<file path="config.mk">
export PLATFORM = sky130hd
export DESIGN_NAME = mesh_switch
export DESIGN_NICKNAME = d
export VERILOG_FILES = /design/src/rtl/accel_switch_pkg.sv /design/src/rtl/skid_reg.sv /design/src/rtl/mesh_switch.sv
export SDC_FILE = /design/constraint.sdc
export NUM_CORES = 1
export LEC_CHECK = 0
export BUFFER_PORTS_ARGS = -buffer_cell sky130_fd_sc_hd__buf_2
export CORE_AREA = 3 3 430 432
export CTS_CLUSTER_DIAMETER = 60
export DETAILED_ROUTE_END_ITERATION = 8
export DIE_AREA = 0 0 433 435
export PLACE_DENSITY = 0.33
export SYNTH_ARGS = -nofsm -noshare
export SYNTH_HDL_FRONTEND = slang
export SYNTH_SLANG_ARGS = --single-unit
</file>
<file path="constraint.sdc">
create_clock -name clk -period 6.33 [get_ports clk]
set_clock_uncertainty 0.2 [all_clocks]
set_input_delay 0.3165 -clock clk [delete_from_list [all_inputs] [get_ports clk]]
set_output_delay 0.3165 -clock clk [all_outputs]
set_load 0.03 [all_outputs]
</file>
<file path="src/rtl/accel_switch_pkg.sv">
// rtl/accel_switch_pkg.sv - shared types and width helpers for the mesh tile switch
package accel_switch_pkg;

  function automatic int port_w(input int num_ports);
    return (num_ports > 1) ? $clog2(num_ports) : 1;
  endfunction

  function automatic int cnt_w(input int max_hops);
    return $clog2(max_hops + 1);
  endfunction

  function automatic int route_w(input int max_hops, input int num_ports);
    return cnt_w(max_hops) + max_hops * port_w(num_ports);
  endfunction

  function automatic int cfg_w(input int data_w, input int num_ports, input int op_w,
                               input int max_hops);
    return route_w(max_hops, num_ports) + 2 * port_w(num_ports) + op_w + data_w;
  endfunction

  // Concrete packet types at the default geometry (4 ports, 3 hops, 4-bit op, 32-bit data)
  localparam int DEF_PORT_W = port_w(4);
  localparam int DEF_CNT_W  = cnt_w(3);
  localparam int DEF_HOPS_W = 3 * DEF_PORT_W;

  typedef enum logic [DEF_PORT_W-1:0] {DIR_S, DIR_E, DIR_N, DIR_W} dir_e;

  typedef struct packed {
    logic [DEF_CNT_W-1:0]  cnt;
    logic [DEF_HOPS_W-1:0] hops;
  } route_t;

  typedef struct packed {
    route_t                route;
    logic [DEF_PORT_W-1:0] in_sel;
    logic [DEF_PORT_W-1:0] out_sel;
    logic [3:0]            op;
    logic [31:0]           imm;
  } cfg_pkt_t;

endpackage

</file>
<file path="src/rtl/skid_reg.sv">
// rtl/skid_reg.sv - one-entry valid/ready pipeline register
module skid_reg #(
  parameter int WIDTH = 8
) (
  input  logic             clk,
  input  logic             reset,
  input  logic             in_valid,
  input  logic [WIDTH-1:0] in_data,
  output logic             in_ready,
  output logic             out_valid,
  output logic [WIDTH-1:0] out_data,
  input  logic             out_ready
);

  // Refill in the same cycle the held entry drains, so a stream passes at full rate
  assign in_ready = !out_valid || out_ready;

  always_ff @(posedge clk) begin
    if (reset) begin
      out_valid <= 1'b0;
      out_data  <= '0;
    end else if (in_valid && in_ready) begin
      out_valid <= 1'b1;
      out_data  <= in_data;
    end else if (out_ready) begin
      out_valid <= 1'b0;
    end
  end

endmodule

</file>
<file path="src/rtl/mesh_switch.sv">
// rtl/mesh_switch.sv - tile switch: round-robin config routing/consume, PE operand/result steering
module mesh_switch
  import accel_switch_pkg::*;
#(
  parameter int DATA_W    = 32,
  parameter int NUM_PORTS = 4,
  parameter int NUM_OPND  = 3,
  parameter int OP_W      = 4,
  parameter int MAX_HOPS  = 3,
  parameter int OST_MAX   = 3,
  localparam int PORT_W   = port_w(NUM_PORTS),
  localparam int CNT_W    = cnt_w(MAX_HOPS),
  localparam int HOPS_W   = MAX_HOPS * PORT_W,
  localparam int ROUTE_W  = route_w(MAX_HOPS, NUM_PORTS),
  localparam int CFG_W    = cfg_w(DATA_W, NUM_PORTS, OP_W, MAX_HOPS),
  localparam int OST_W    = $clog2(OST_MAX + 1)
) (
  input  logic                                        clk,
  input  logic                                        reset,
  input  logic                                        load,
  input  logic [NUM_PORTS-1:0]                        cfg_in_valid,
  input  logic [NUM_PORTS-1:0][CFG_W-1:0]             cfg_in_data,
  output logic [NUM_PORTS-1:0]                        cfg_in_ready,
  output logic [NUM_PORTS-1:0]                        cfg_out_valid,
  output logic [NUM_PORTS-1:0][CFG_W-1:0]             cfg_out_data,
  input  logic [NUM_PORTS-1:0]                        cfg_out_ready,
  output logic                                        cfg_done,
  output logic                                        configured,
  input  logic [NUM_PORTS-1:0]                        in_valid,
  input  logic [NUM_PORTS-1:0][NUM_OPND-1:0][DATA_W-1:0] in_data,
  output logic [NUM_PORTS-1:0]                        in_ready,
  output logic                                        pe_valid,
  input  logic                                        pe_ready,
  output logic [OP_W-1:0]                             pe_op,
  output logic [DATA_W-1:0]                           pe_imm,
  output logic [NUM_OPND-1:0][DATA_W-1:0]             pe_opnd,
  input  logic                                        pe_res_valid,
  input  logic [DATA_W-1:0]                           pe_res_data,
  output logic                                        pe_res_ready,
  output logic [NUM_PORTS-1:0]                        out_valid,
  output logic [NUM_PORTS-1:0][DATA_W-1:0]            out_data,
  input  logic [NUM_PORTS-1:0]                        out_ready
);

  logic [PORT_W-1:0]    rr_ptr, gnt_idx, dir, in_sel_q, out_sel_q;
  logic                 gnt_valid, is_local, can_accept, cfg_hs;
  logic [CFG_W-1:0]     gnt_pkt, fwd_pkt;
  logic [ROUTE_W-1:0]   route;
  logic [CNT_W-1:0]     cnt;
  logic [HOPS_W-1:0]    hops;
  logic [NUM_PORTS-1:0] fwd_in_valid, fwd_in_ready;
  logic [OST_W-1:0]     ost;
  logic                 run, ost_ok, issue, res_in_ready, res_hs, res_valid;
  logic [DATA_W-1:0]    res_data;

  // Round-robin search starts one past the last winner
  always_comb begin
    int idx;
    logic [PORT_W-1:0] idx_p;
    idx       = 0;
    idx_p     = '0;
    gnt_valid = 1'b0;
    gnt_idx   = '0;
    if (load) begin
      for (int k = 1; k <= NUM_PORTS; k++) begin
        idx   = (int'(rr_ptr) + k) % NUM_PORTS;
        idx_p = PORT_W'(idx);
        if (!gnt_valid && cfg_in_valid[idx_p]) begin
          gnt_valid = 1'b1;
          gnt_idx   = idx_p;
        end
      end
    end
  end

  assign gnt_pkt  = cfg_in_data[gnt_idx];
  assign route    = gnt_pkt[CFG_W-1 -: ROUTE_W];
  assign cnt      = route[ROUTE_W-1 -: CNT_W];
  assign hops     = route[HOPS_W-1:0];
  assign dir      = hops[PORT_W-1:0];
  assign is_local = (cnt == '0);
  assign fwd_pkt  = {cnt - CNT_W'(1), hops >> PORT_W, gnt_pkt[CFG_W-ROUTE_W-1:0]};

  // A local consume must not swap the opcode under ops or results still in flight
  assign can_accept = is_local ? ((ost == '0) && !res_valid) : fwd_in_ready[dir];
  assign cfg_hs     = gnt_valid && can_accept;

  always_comb begin
    cfg_in_ready = '0;
    fwd_in_valid = '0;
    if (cfg_hs) begin
      cfg_in_ready[gnt_idx] = 1'b1;
      if (!is_local) fwd_in_valid[dir] = 1'b1;
    end
  end

  for (genvar p = 0; p < NUM_PORTS; p++) begin : g_fwd
    skid_reg #(.WIDTH(CFG_W)) u_fwd (
      .clk       (clk),
      .reset     (reset),
      .in_valid  (fwd_in_valid[p]),
      .in_data   (fwd_pkt),
      .in_ready  (fwd_in_ready[p]),
      .out_valid (cfg_out_valid[p]),
      .out_data  (cfg_out_data[p]),
      .out_ready (cfg_out_ready[p])
    );
  end

  assign run     = !load && configured;
  assign ost_ok  = ost < OST_W'(OST_MAX);
  assign pe_valid = run && in_valid[in_sel_q] && ost_ok;
  assign pe_opnd = in_data[in_sel_q];
  assign issue   = pe_valid && pe_ready;

  always_comb begin
    in_ready = '0;
    if (run && pe_ready && ost_ok) in_ready[in_sel_q] = 1'b1;
  end

  // Results are only accepted against an outstanding op, which also keeps the count from wrapping
  assign pe_res_ready = res_in_ready && (ost != '0);
  assign res_hs       = pe_res_valid && pe_res_ready;

  skid_reg #(.WIDTH(DATA_W)) u_res (
    .clk       (clk),
    .reset     (reset),
    .in_valid  (pe_res_valid && (ost != '0)),
    .in_data   (pe_res_data),
    .in_ready  (res_in_ready),
    .out_valid (res_valid),
    .out_data  (res_data),
    .out_ready (out_ready[out_sel_q])
  );

  always_comb begin
    out_valid            = '0;
    out_data             = '0;
    out_valid[out_sel_q] = res_valid;
    out_data[out_sel_q]  = res_data;
  end

  always_ff @(posedge clk) begin
    if (reset) begin
      rr_ptr     <= '0;
      in_sel_q   <= '0;
      out_sel_q  <= '0;
      pe_op      <= '0;
      pe_imm     <= '0;
      configured <= 1'b0;
      cfg_done   <= 1'b0;
      ost        <= '0;
    end else begin
      cfg_done <= 1'b0;
      if (cfg_hs) begin
        rr_ptr <= gnt_idx;
        if (is_local) begin
          in_sel_q   <= gnt_pkt[DATA_W+OP_W+PORT_W +: PORT_W];
          out_sel_q  <= gnt_pkt[DATA_W+OP_W +: PORT_W];
          pe_op      <= gnt_pkt[DATA_W +: OP_W];
          pe_imm     <= gnt_pkt[DATA_W-1:0];
          configured <= 1'b1;
          cfg_done   <= 1'b1;
        end
      end
      case ({issue, res_hs})
        2'b10:   ost <= ost + OST_W'(1);
        2'b01:   ost <= ost - OST_W'(1);
        default: ost <= ost;
      endcase
    end
  end

endmodule

</file>
==> impl_metrics.csv, run 1 <==
group,metric,value,unit
detailed_routing,antenna_violating_nets_post_route,0,
status,run_status,"finished, final reports clean",
synthesis,async_flop_share,0,%
placement,final_replace_weighted_congestion,0.872,
critical_path,crit_path_top_delay_cell,"sky130_fd_sc_hd__buf_4",
detailed_routing,wire_length_per_cell,24.7,um
global_route,track_usage,12.9,%
timing,relSlewSlack,10.5,%
global_route,grt_first_pass_wirelength,164000,um
detailed_routing,drc,0,
flow_run,max-cap-violations,0,
clock_tree,cts_num_sinks,267,
floorplanning,die_area,188000,um2
critical_path,cp.required,5.81,ns
placement,dp_hpwl,110000,um
critical_path,cpLargestDelayFamily,"compound AO/OA/AOI/OAI gates",
detailed_routing,drt_iter0_drc,1035,
timing,timing.final.max_slew_violations,0,
critical_path,critical_path.endpoint_type,"primary output",
clock_tree,cts.reportedPaths.clkPinSlew,0.05,ns
synthesis,synthesis.instances,1759,
timing,hold_violations,0,
critical_path,crit_path_max_incr_delay,0.50,ns
timing,finalCritPeriodShare,78.4,%
detailed_routing,drt_wl_total,130000,um
clock_tree,ctsRootBufferMaster,"sky130_fd_sc_hd__clkbuf_16",
clock_tree,tritoncts_clock_tree,"yes",
timing,setup_viol_count_final,0,
detailed_routing,via_to_cell_ratio,3.33,
floorplanning,placeable_core_area,181000,um2
cells_and_area,final_cells,5245,
critical_path,count_of_buffer_and_inverter_cells_on_the_critical_path,3,
floorplanning,pin_count,1101,
pwr,power.density_cell_area,266,nW/um2
global_route,grt.overflow.total,0,
global_route,largest_net_degree_at_the_start_of_global_routing,103,
clock_tree,cts_htree_levels,2,
floorplanning,num_rows,156,
cells_and_area,num-nets-final,3459,
floorplanning,fp.dieW,433,um
global_route,grt_antenna_before_repair,57,
pwr,static_leakage,10.6,nW
cells_and_area,drive_gt1_share,46.9,%
worst_hold_path,timing.hold.worst_endpoint,"g_fwd[3].u_fwd.out_valid$_SDFFE_PP0P_",
critical_path,cp.arrival,4.44,ns
clock_tree,worst_skew_pair.late_latency,0.57,ns
worst_hold_path,cell_depth_of_the_worst_min_delay_path,3,
detailed_routing,via_count,17500,
timing,unrepaired_setup_endpoints_after_global_routing,"false",
critical_path,critical_path_peak_fanout,47,
global_route,first_global_vias,16900,
timing,setup_tns,0,ns
clock_tree,clock_tree.buffer_depth,3,
synthesis,synth.cell_area,14300,um2
timing,final_period_minus_worst_setup_slack,4.96,ns
critical_path,critPathLaunchType,"flop",
critical_path,worst_setup_path_class,"reg -> out",
critical_path,r2r_start,"rr_ptr[0]$_SDFFE_PP0N_",
placement,port-buffer-count,1092,
timing,fin_hold_ws,0.0487,ns
worst_hold_path,hp-class,"in -> reg",
floorplanning,y_dimension_of_the_die,435,um
floorplanning,floorplan.initialDensity,7.93,%
synthesis,yosys_most_used_dff,"sky130_fd_sc_hd__dfxtp_1",
clock_tree,tritoncts.num_buffers,45,
pwr,ir_worst_vdd,149,uV
clock_tree,post_cts_buffers,0,
critical_path,rr_endpoint,"g_fwd[0].u_fwd.out_data[46]$_SDFFE_PP0P_",
critical_path,timing.critical_path.mode_cell,"sky130_fd_sc_hd__buf_4",
synthesis,syn_area_per_cell,8.16,um2
critical_path,timing.reg2reg.setup_slack,1.62,ns
synthesis,ys_ff_latch,267,
critical_path,worstRegToRegCells,13,
synthesis,synth_enable_flop_cells,0,
critical_path,crit_chain,"nand2b_1 -> a21oi_1 -> o31a_2 -> buf_4 -> nand2_1 -> nand3_1 -> o21ai_2 -> ha_1 -> nor2_1 -> nand2_2 -> a211oi_2 -> a211oi_4 -> buf_4 -> nor3_1 -> buf_2",
timing,tightest_slew,1.34,ns
synthesis,synth_sequential_area_ratio,37.3,%
cells_and_area,area_delta_synth_final,70.9,%
timing,fmaxAchievable,0.202,GHz
cells_and_area,final.fill_count,21000,
worst_hold_path,startpoint_of_the_worst_hold_path,"cfg_out_ready[3]",
placement,dp_cells,5106,
synthesis,ys_types,52,
detailed_routing,router_iterations_before_antenna_repair,4,
synthesis,yosysWarningCount,0,
[worst max path at each step]
stage	start	to	slack [ns]	cells after the start
final	rr_ptr[0]$_SDFFE_PP0N_	cfg_in_ready[2]	1.37	15
after global routing	rr_ptr[0]$_SDFFE_PP0N_	cfg_in_ready[2]	1.06	15
after CTS	rr_ptr[0]$_SDFFE_PP0N_	cfg_in_ready[2]	1.18	14
after detailed placement	load	g_fwd[0].u_fwd.out_data[46]$_SDFFE_PP0P_	1.34	13
after global placement	load	g_fwd[0].u_fwd.out_data[46]$_SDFFE_PP0P_	1.42	13
after floorplan	rr_ptr[0]$_SDFFE_PP0N_	cfg_in_ready[2]	2.47	13
[cells in the mapped netlist, types with 11 or more instances]
cell type	instances	area [um2]
sky130_fd_sc_hd__nand2_1	604	2270
sky130_fd_sc_hd__dfxtp_1	267	5350
sky130_fd_sc_hd__a21oi_1	257	1290
sky130_fd_sc_hd__and2_1	146	913
sky130_fd_sc_hd__clkbuf_1	109	409
sky130_fd_sc_hd__mux4_2	99	2230
sky130_fd_sc_hd__a211oi_1	49	368
sky130_fd_sc_hd__a31oi_1	44	275
sky130_fd_sc_hd__and3_1	36	225
sky130_fd_sc_hd__nor2_1	24	90.1
sky130_fd_sc_hd__buf_4	17	128
sky130_fd_sc_hd__buf_1	14	52.6
sky130_fd_sc_hd__buf_2	14	70.1
sky130_fd_sc_hd__buf_6	11	124
[routing by layer]
layer	share of wire, %	global-route usage (%)
met3	6.3	2.75
met4	2.5	2.89
met2	58	27.0
met1	33	12.6
met5	0.056	0
[state kept, by name, indices dropped and copies added (netlist names), 4 cells and up]
name and flops:
pe_imm 32, u_res.out_data 32, g_fwd.u_fwd.out_valid 4, pe_op 4, g_fwd.u_fwd.out_data 184
[worst register-to-register path: stages (launching register included)]
cell and delay (ns):
sky130_fd_sc_hd__dfxtp_1 0.37, sky130_fd_sc_hd__nand2b_1 0.17, sky130_fd_sc_hd__a21oi_1 0.29, sky130_fd_sc_hd__o31a_2 0.35
sky130_fd_sc_hd__buf_4 0.51, sky130_fd_sc_hd__nand2_1 0.12, sky130_fd_sc_hd__nand3_1 0.13, sky130_fd_sc_hd__o21ai_2 0.12
sky130_fd_sc_hd__ha_1 0.41, sky130_fd_sc_hd__nor3_4 0.42, sky130_fd_sc_hd__nand3_2 0.58, sky130_fd_sc_hd__buf_4 0.46
sky130_fd_sc_hd__nor2_1 0.36, sky130_fd_sc_hd__nor3_1 0.08
[per-stage QoR]
stage                     total power [mW]  util (%)  worst slack [ns]  cell area [um2]
final                                 6.51      13.6              1.37            24500
after global routing                  6.84      13.5              1.06            24500
after CTS                             6.72      13.5              1.18            24500
after detailed placement              4.15      12.5              1.34            22500
after global placement                4.15      12.5              1.42            22500
after floorplan                       3.00         -              2.47            14400
[power breakdown]
group          leakage, nW  internal [mW]  total, mW  switching (mW)
registers             2.17           1.80       1.88          0.0813
clock network        0.741           1.54       2.47           0.934
logic                 7.65          0.629       2.16            1.53
[cell usage in the layout, fill, tap and decap left out, types with 6 or more instances in the layout]
cell type	n
sky130_fd_sc_hd__dfxtp_1	265
sky130_fd_sc_hd__nand2b_1	6
sky130_fd_sc_hd__nor3_1	8
sky130_fd_sc_hd__a31oi_1	36
sky130_fd_sc_hd__a211oi_1	48
sky130_fd_sc_hd__nand2_1	604
sky130_fd_sc_hd__buf_4	38
sky130_fd_sc_hd__and3_1	34
sky130_fd_sc_hd__a31oi_2	8
sky130_fd_sc_hd__inv_6	7
sky130_fd_sc_hd__conb_1	8
sky130_fd_sc_hd__buf_2	1091
sky130_fd_sc_hd__nor2_1	23
sky130_fd_sc_hd__dlygate4sd3_1	45
sky130_fd_sc_hd__clkinv_2	7
sky130_fd_sc_hd__clkbuf_8	9
sky130_fd_sc_hd__a21oi_1	257
sky130_fd_sc_hd__clkbuf_16	45
sky130_fd_sc_hd__diode_2	14
sky130_fd_sc_hd__and2_1	146
sky130_fd_sc_hd__mux4_2	99
[layout make-up]
cell class,instances,area [um2],share of cell area (%)
clock buffers,59,1270,5.17
well taps,2370,2970,12.1
multi-input cells,1331,8340,34.0
diodes,14,35.0,0.143
inverters,3,11.3,0.0459
repair buffers,1180,6310,25.7
flip-flops and latches,267,5350,21.8
clock inverters,21,234,0.954
[timing repair]
action,4_1_cts,5_1_grt
setup endpoints to repair,0,0
hold buffers,45,0
resized for setup,0,0
hold endpoints to repair,68,0
[kinds of logic (layout without fill, tap and decap cells)]
kind of cell	count (synthesis)	after routing	synth area share (%)
simple gates	849	849	26.3
compound gates	367	367	14.7
flops	267	267	37.3
buf+inv	168	1263	5.54
mux	103	103	15.9
fa+ha+maj	2	2	0.174
xor+xnor	2	2	0.122
other cells	1	22	0.0261
Power figures use the tool's default switching activity.
==> inputs of run 2 (changes only) <==
--- a/config.mk
+++ b/config.mk
@@ -5,12 +5,13 @@
 export SDC_FILE = /design/constraint.sdc
 export NUM_CORES = 1
 export LEC_CHECK = 0
+export ABC_AREA = 1
 export BUFFER_PORTS_ARGS = -buffer_cell sky130_fd_sc_hd__buf_2
-export CORE_AREA = 3 3 430 432
+export CORE_AREA = 3 3 428 430
 export CTS_CLUSTER_DIAMETER = 60
 export DETAILED_ROUTE_END_ITERATION = 8
-export DIE_AREA = 0 0 433 435
-export PLACE_DENSITY = 0.33
+export DIE_AREA = 0 0 431 433
+export PLACE_DENSITY = 0.35
 export SYNTH_ARGS = -nofsm -noshare
 export SYNTH_HDL_FRONTEND = slang
 export SYNTH_SLANG_ARGS = --single-unit
==> constraint.sdc (replaced) <==
create_clock -name clk -period 4.6 [get_ports clk]
set_clock_uncertainty 0.2 [all_clocks]
set_input_delay 0.23 -clock clk [delete_from_list [all_inputs] [get_ports clk]]
set_output_delay 0.23 -clock clk [all_outputs]
set_load 0.03 [all_outputs]
==> impl_metrics.csv, run 2 <==
group,metric,value,unit
status,run_status,"finished, final reports clean",
timing,tightest_slew,1.24,ns
critical_path,crit_path_max_incr_delay,0.37,ns
critical_path,worstRegToRegCells,20,
pwr,power.clock.fraction,31.0,%
cells_and_area,drive_gt1_share,35.9,%
pwr,static_leakage,14.1,nW
detailed_routing,router_iterations_before_antenna_repair,5,
detailed_routing,drt_iter0_drc,1399,
global_route,largest_net_degree_at_the_start_of_global_routing,113,
synthesis,ys_ff_latch,267,
global_route,grt_antenna_before_repair,52,
floorplanning,num_rows,156,
clock_tree,cts_htree_levels,2,
cells_and_area,area_delta_synth_final,67.4,%
flow_run,max-cap-violations,0,
synthesis,synthesis.instances,2736,
critical_path,cp.required,4.17,ns
pwr,power.switching_fraction,46.6,%
cells_and_area,mostFrequentLayoutCell,"sky130_fd_sc_hd__buf_2",
critical_path,critPathLaunchType,"flop",
synthesis,yosysWarningCount,0,
clock_tree,tritoncts.num_buffers,50,
critical_path,cp.arrival,3.84,ns
detailed_routing,via_count,22200,
critical_path,cpLargestDelayFamily,"simple AND/OR/NAND/NOR gates",
placement,dp_hpwl,109000,um
pwr,finalPower,12.9,mW
critical_path,timing.critical_path.mode_cell,"sky130_fd_sc_hd__nand2_1",
critical_path,cp_num_cells,21,
global_route,grt.overflow.total,0,
critical_path,setup.worst_path.start,"rr_ptr[0]$_SDFFE_PP0N_",
detailed_routing,wire_length_per_cell,22.2,um
cells_and_area,most_flops_register,"g_fwd.u_fwd.out_data",
synthesis,yosys_most_used_dff,"sky130_fd_sc_hd__dfxtp_1",
floorplanning,placeable_core_area,180000,um2
floorplanning,fp.dieW,431,um
critical_path,r2r_start,"rr_ptr[0]$_SDFFE_PP0N_",
pwr,power.density_cell_area,463,nW/um2
pwr,combPwrFrac,46.5,%
critical_path,timing.reg2reg.setup_slack,0.34,ns
detailed_routing,drc,0,
synthesis,yosys-top-cells-count,"sky130_fd_sc_hd__nand2_1, sky130_fd_sc_hd__inv_1, sky130_fd_sc_hd__nor2_1, sky130_fd_sc_hd__dfxtp_1, sky130_fd_sc_hd__nand4_1",
floorplanning,floorplan.initialDensity,9.20,%
placement,port-buffer-count,1092,
global_route,track_usage,14.1,%
timing,final_period_minus_worst_setup_slack,4.27,ns
critical_path,critPathCapture,"cfg_in_ready[0]",
synthesis,synth_enable_flop_cells,0,
timing,unrepaired_setup_endpoints_after_global_routing,"false",
critical_path,critical_path.endpoint_type,"primary output",
pwr,ir_worst_vdd,249,uV
clock_tree,cts.reportedPaths.clkPinSlew,0.06,ns
synthesis,synth_sequential_area_ratio,32.2,%
cells_and_area,multi_input_area,8450,um2
detailed_routing,drt_wl_total,139000,um
clock_tree,clock_tree.buffer_depth,3,
timing,hold_violations,0,
global_route,grt_first_pass_wirelength,182000,um
placement,final_replace_weighted_congestion,0.864,
critical_path,crit_path_top_delay_cell,"sky130_fd_sc_hd__dfxtp_4",
global_route,first_global_vias,21000,
timing,relSlewSlack,17.3,%
synthesis,ys_types,33,
placement,dp_cells,6062,
detailed_routing,antenna_violating_nets_post_route,0,
cells_and_area,most_used_cells_in_the_layout_excluding_fill_and_tap_cells,"sky130_fd_sc_hd__buf_2, sky130_fd_sc_hd__nand2_1, sky130_fd_sc_hd__inv_1",
cells_and_area,final_core_util,15.4,%
floorplanning,die_area,187000,um2
clock_tree,worst_skew_pair.late_latency,0.61,ns
clock_tree,cts_num_sinks,267,
cells_and_area,reg.largest.list,"g_fwd.u_fwd.out_data (184), pe_imm (32), u_res.out_data (32)",
synthesis,synthDominantCellAreaShare,32.2,%
clock_tree,tritoncts_clock_tree,"yes",
synthesis,synth.cell_area,16600,um2
cells_and_area,num-nets-final,4477,
synthesis,netlist_top_cells_area,"sky130_fd_sc_hd__dfxtp_1, sky130_fd_sc_hd__nand2_1, sky130_fd_sc_hd__inv_1",
synthesis,post-synth-top-area-cell,"sky130_fd_sc_hd__dfxtp_1",
pwr,seq_power_share,22.4,%
critical_path,critical_path_peak_fanout,9,
critical_path,crit_chain,"inv_2 -> nand2_1 -> nand2_1 -> nand2_1 -> nand2_1 -> nor2_2 -> nand3_1 -> nand2_2 -> buf_4 -> nor2_4 -> buf_6 -> nor2_4 -> a221oi_1 -> ha_2 -> inv_1 -> a21oi_1 -> nor2_4 -> nand2_2 -> buf_4 -> nor2_1 -> buf_2",
critical_path,count_of_buffer_and_inverter_cells_on_the_critical_path,6,
floorplanning,pin_count,1101,
synthesis,syn_area_per_cell,6.06,um2
cells_and_area,final_cells,6281,
synthesis,async_flop_share,0,%
timing,fmaxAchievable,0.234,GHz
cells_and_area,largest_reg_flops,184,
timing,setup_viol_count_final,0,
detailed_routing,via_to_cell_ratio,3.53,
critical_path,rr_endpoint,"g_fwd[0].u_fwd.out_data[42]$_SDFFE_PP0P_",
timing,finalCritPeriodShare,92.8,%
pwr,net_load_switching_power,5.99,mW
cells_and_area,final.fill_count,21000,
pwr,internal_power,6.87,mW
clock_tree,ctsRootBufferMaster,"sky130_fd_sc_hd__clkbuf_16",
timing,timing.final.max_slew_violations,0,
synthesis,post-synth-top-count-cell,"sky130_fd_sc_hd__nand2_1",
critical_path,worst_setup_path_class,"reg -> out",
worst_hold_path,hp-class,"in -> reg",
cells_and_area,seq_area,5350,um2
floorplanning,y_dimension_of_the_die,433,um
run 2: power groups by stage:
| stage | combinational, mW | clock [mW] | sequential (mW) |
|---|---|---|---|
| floorplan | 2.68 | 0 | 3.51 |
| global placement | 5.95 | 0 | 2.94 |
| detailed placement | 5.95 | 0 | 2.93 |
| CTS | 6.16 | 4.13 | 2.89 |
| global route | 6.51 | 4.21 | 2.92 |
| finish | 5.99 | 3.99 | 2.89 |
run 2: routing by layer:
metal  track usage, %  wire, um
met1             13.9     47700
met2             27.8     76500
met3             2.88      7650
met4             6.27      7400
met5                0       130
run 2: logic make-up after synthesis:
kind of cell / synth area share (%)
AOI/OAI and AO/OA: 13.9
xor gates and xnor gates: 0.0528
adders and majority gates: 0.151
buffers and inverters: 18.0
DFF: 32.2
other: 0.0226
and+or+nand+nor: 35.7
run 2: what timing repair did:
item,in CTS,in global routing
hold buffers,88,0
setup endpoints to repair,149,17
endpoints found under the hold margin,139,0
pin swaps,1,2
gates cloned,2,0
resized for setup,9,9
setup buffers,4,9
run 2: worst min path at each step:
stage                   startpoint  slack (ns)                                  endpoint  cells past startpoint
3_5_place_dp   ost[1]$_SDFFE_PP0P_        0.29                       ost[1]$_SDFFE_PP0P_                      1
3_3_place_gp   ost[1]$_SDFFE_PP0P_        0.28                       ost[1]$_SDFFE_PP0P_                      1
4_1_cts            cfg_in_data[34]       0.002                     pe_op[2]$_SDFFE_PP0P_                      7
6_report           cfg_in_data[62]        0.05  g_fwd[1].u_fwd.out_data[14]$_SDFFE_PP0P_                      7
5_1_grt           cfg_in_data[135]        0.06  g_fwd[0].u_fwd.out_data[39]$_SDFFE_PP0P_                      6
2_1_floorplan     cfg_out_ready[0]        0.20     g_fwd[0].u_fwd.out_valid$_SDFFE_PP0P_                      3
run 2: cell type report:
class / count / area share, %
multi-input combinational: 1762 / 30.4
clock buffer: 64 / 5.03
timing repair buffer: 1264 / 26.2
antenna: 24 / 0.216
tap: 2370 / 10.7
clock inverter: 29 / 1.37
inverter: 501 / 6.82
sequential: 267 / 19.3
run 2: through the flow:
| step | hold WS [ns] | cell area, um2 | setup WS (ns) | TNS (ns) |
|---|---|---|---|---|
| after global routing | 0.0612 | 27700 | 0.0294 | 0 |
| after detailed placement | 0.292 | 24800 | -0.224 | -18.11 |
| final | 0.0513 | 27800 | 0.332 | 0 |
| after CTS | 0.00185 | 27600 | 0.0309 | 0 |
| after global placement | 0.280 | 24800 | -0.151 | -8.13 |
| after floorplan | 0.204 | 16600 | 0.383 | 0 |
run 2: worst register-to-register path: cells and delay by family, from the launching register on:
kind	cells	cell delay, ns
compound gates	1	0.23
buf+inv	6	1.95
flops	1	0.37
simple gates	13	1.43
==> inputs of run 3 (changes only) <==
--- a/config.mk
+++ b/config.mk
@@ -6,7 +6,7 @@
 export NUM_CORES = 1
 export LEC_CHECK = 0
 export ABC_AREA = 1
-export BUFFER_PORTS_ARGS = -buffer_cell sky130_fd_sc_hd__buf_2
+export BUFFER_PORTS_ARGS = -buffer_cell sky130_fd_sc_hd__buf_4
 export CORE_AREA = 3 3 428 430
 export CTS_CLUSTER_DIAMETER = 60
 export DETAILED_ROUTE_END_ITERATION = 8
==> impl_metrics.csv, run 3 (same netlist as run 2, synthesis figures left out) <==
group,metric,value,unit
timing,final_period_minus_worst_setup_slack,4.33,ns
critical_path,cp.arrival,3.90,ns
pwr,internal_power,7.11,mW
clock_tree,clock_tree.buffer_depth,3,
clock_tree,cts_htree_levels,2,
cells_and_area,area_delta_synth_final,82.9,%
global_route,first_global_vias,21500,
timing,fin_hold_ws,0.0274,ns
cells_and_area,num-nets-final,4470,
cells_and_area,most_flops_register,"g_fwd.u_fwd.out_data",
detailed_routing,via_count,22100,
critical_path,critPathLaunchType,"flop",
timing,hold_violations,0,
placement,dp_hpwl,114000,um
cells_and_area,final.fill_count,20700,
worst_hold_path,hp-class,"in -> reg",
clock_tree,tritoncts.num_buffers,48,
timing,relSlewSlack,19.1,%
floorplanning,y_dimension_of_the_die,433,um
cells_and_area,layout.cell_area.non_filler,30300,um2
critical_path,crit_path_top_delay_cell,"sky130_fd_sc_hd__dfxtp_2",
placement,dp_cells,6066,
cells_and_area,reg.largest.list,"g_fwd.u_fwd.out_data (184), pe_imm (32), u_res.out_data (32)",
critical_path,crit_chain,"inv_2 -> nand2_1 -> nand2_1 -> nand2_1 -> nand2_1 -> nor2_2 -> nand3_1 -> nand2_4 -> inv_2 -> nand2_2 -> buf_6 -> nand2_1 -> nand2_1 -> nand2_2 -> nand2_2 -> nand2_1 -> nand2_1 -> nand2_1 -> nand2_2 -> nand2_4 -> nand2_1 -> buf_4 -> nor2_1 -> buf_4",
global_route,grt.overflow.total,0,
placement,port-buffer-count,1092,
status,run_status,"finished, final reports clean",
detailed_routing,wire_length_per_cell,22.9,um
detailed_routing,drt_wl_total,143000,um
cells_and_area,mostFrequentLayoutCell,"sky130_fd_sc_hd__buf_4",
pwr,ir_worst_vdd,229,uV
clock_tree,worst_skew_pair.late_latency,0.61,ns
detailed_routing,via_to_cell_ratio,3.53,
floorplanning,fp.dieW,431,um
pwr,power.clock.fraction,28.8,%
cells_and_area,final_cells,6264,
detailed_routing,drt_iter0_drc,1264,
floorplanning,floorplan.initialDensity,9.20,%
global_route,largest_net_degree_at_the_start_of_global_routing,120,
pwr,static_leakage,14.7,nW
pwr,power.switching_fraction,45.7,%
floorplanning,pin_count,1101,
pwr,combPwrFrac,48.9,%
timing,timing.final.max_slew_violations,0,
clock_tree,cts_num_sinks,267,
timing,tightest_slew,1.21,ns
critical_path,critical_path.endpoint_type,"primary output",
cells_and_area,final_core_util,16.8,%
floorplanning,die_area,187000,um2
timing,finalCritPeriodShare,94.1,%
critical_path,worst_setup_path_class,"reg -> out",
floorplanning,placeable_core_area,180000,um2
floorplanning,num_rows,156,
pwr,seq_power_share,22.2,%
flow_run,max-cap-violations,0,
detailed_routing,drc,0,
placement,final_replace_weighted_congestion,0.863,
detailed_routing,router_iterations_before_antenna_repair,5,
clock_tree,ctsRootBufferMaster,"sky130_fd_sc_hd__clkbuf_16",
timing,unrepaired_setup_endpoints_after_global_routing,"false",
cells_and_area,most_used_cells_in_the_layout_excluding_fill_and_tap_cells,"sky130_fd_sc_hd__buf_4, sky130_fd_sc_hd__nand2_1, sky130_fd_sc_hd__inv_1",
critical_path,crit_path_max_incr_delay,0.41,ns
global_route,track_usage,14.4,%
timing,setup_tns,0,ns
clock_tree,cts.reportedPaths.clkPinSlew,0.06,ns
global_route,grt_first_pass_wirelength,187000,um
cells_and_area,largest_reg_flops,184,
cells_and_area,drive_gt1_share,35.8,%
critical_path,critical_path_peak_fanout,9,
placement,placedInstanceArea,27600,um2
global_route,grt_antenna_before_repair,31,
critical_path,cp.required,4.17,ns
timing,fmaxAchievable,0.231,GHz
timing,setup_viol_count_final,0,
clock_tree,tritoncts_clock_tree,"yes",
pwr,net_load_switching_power,5.99,mW
pwr,power.density_cell_area,432,nW/um2
critical_path,timing.critical_path.mode_cell,"sky130_fd_sc_hd__nand2_1",
detailed_routing,antenna_violating_nets_post_route,0,
==> run 3: changes by cell type in the layout (fill, tap and decap cells not counted), moves of 2 or more <==
cell	before	now
sky130_fd_sc_hd__buf_2	1092	0
sky130_fd_sc_hd__dlygate4sd3_1	88	86
sky130_fd_sc_hd__buf_4	60	1147
sky130_fd_sc_hd__diode_2	24	17
sky130_fd_sc_hd__clkbuf_16	51	49
sky130_fd_sc_hd__inv_6	9	5
sky130_fd_sc_hd__clkinvlp_4	3	7
sky130_fd_sc_hd__buf_12	19	22
==> run 3: per-stage QoR <==
step / total power [mW] / setup slack, ns
after floorplan: 6.19 / 0.383
after global placement: 9.39 / 0.328
after detailed placement: 9.38 / 0.288
after CTS: 13.4 / 0.0239
after global routing: 13.9 / 0.00113
final: 13.1 / 0.269
==> run 3: worst paths after layout <==
path	slack, ns	cells past startpoint	start	endpoint
worst max register to register	0.29	20	rr_ptr[0]$_SDFFE_PP0N_	g_fwd[0].u_fwd.out_data[13]$_SDFFE_PP0P_
worst min-delay path	0.03	7	cfg_in_data[149]	g_fwd[2].u_fwd.out_data[5]$_SDFFE_PP0P_
worst min register to register	0.29	1	ost[1]$_SDFFE_PP0P_	ost[1]$_SDFFE_PP0P_
worst max-delay path	0.27	24	rr_ptr[0]$_SDFFE_PP0N_	cfg_in_ready[0]
==> run 3: final cells by class <==
cell class	count	area [um2]	share of cell area (%)
clock buffer	60	1320	4.34
sequential	267	5350	17.6
timing repair buffer	1260	9990	32.9
multi-input combinational	1761	8440	27.8
inverter	501	1890	6.24
clock inverter	28	344	1.13
tap	2370	2970	9.78
antenna	17	42.5	0.140
==> run 3: timing repair <==
| item | 4_1_cts | 5_1_grt |
|---|---|---|
| buffers inserted | 0 | 6 |
| cloned | 0 | 1 |
| pin swaps | 0 | 3 |
| resized for setup | 10 | 4 |
| hold endpoints to repair | 122 | 0 |
| hold buffers | 86 | 0 |
| endpoints found under the setup margin | 4 | 9 |
==> run 3: metal layers <==
metal	vias to the layer above	track usage (%)	part of all wire, %
li1	10800	-	-
met1	10300	13.9	33
met2	799	28.9	57
met3	177	2.87	5.3
met4	12	6.81	4.5
met5	-	0	0.054
==> run 3: power by group through the flow <==
stage	clock [mW]	sequential [mW]	combinational, mW
after floorplan	0	3.51	2.68
after global placement	0	2.96	6.42
after detailed placement	0	2.96	6.42
after CTS	3.93	2.92	6.57
after global routing	4.00	2.95	6.94
final	3.78	2.91	6.41
==> run 3: worst max-delay path, delay by kind of cell, from the launching register on <==
kind / cells / cell delay (ns)
buffers and inverters: 5 / 0.72
DFF: 1 / 0.41
and+or+nand+nor: 19 / 2.12
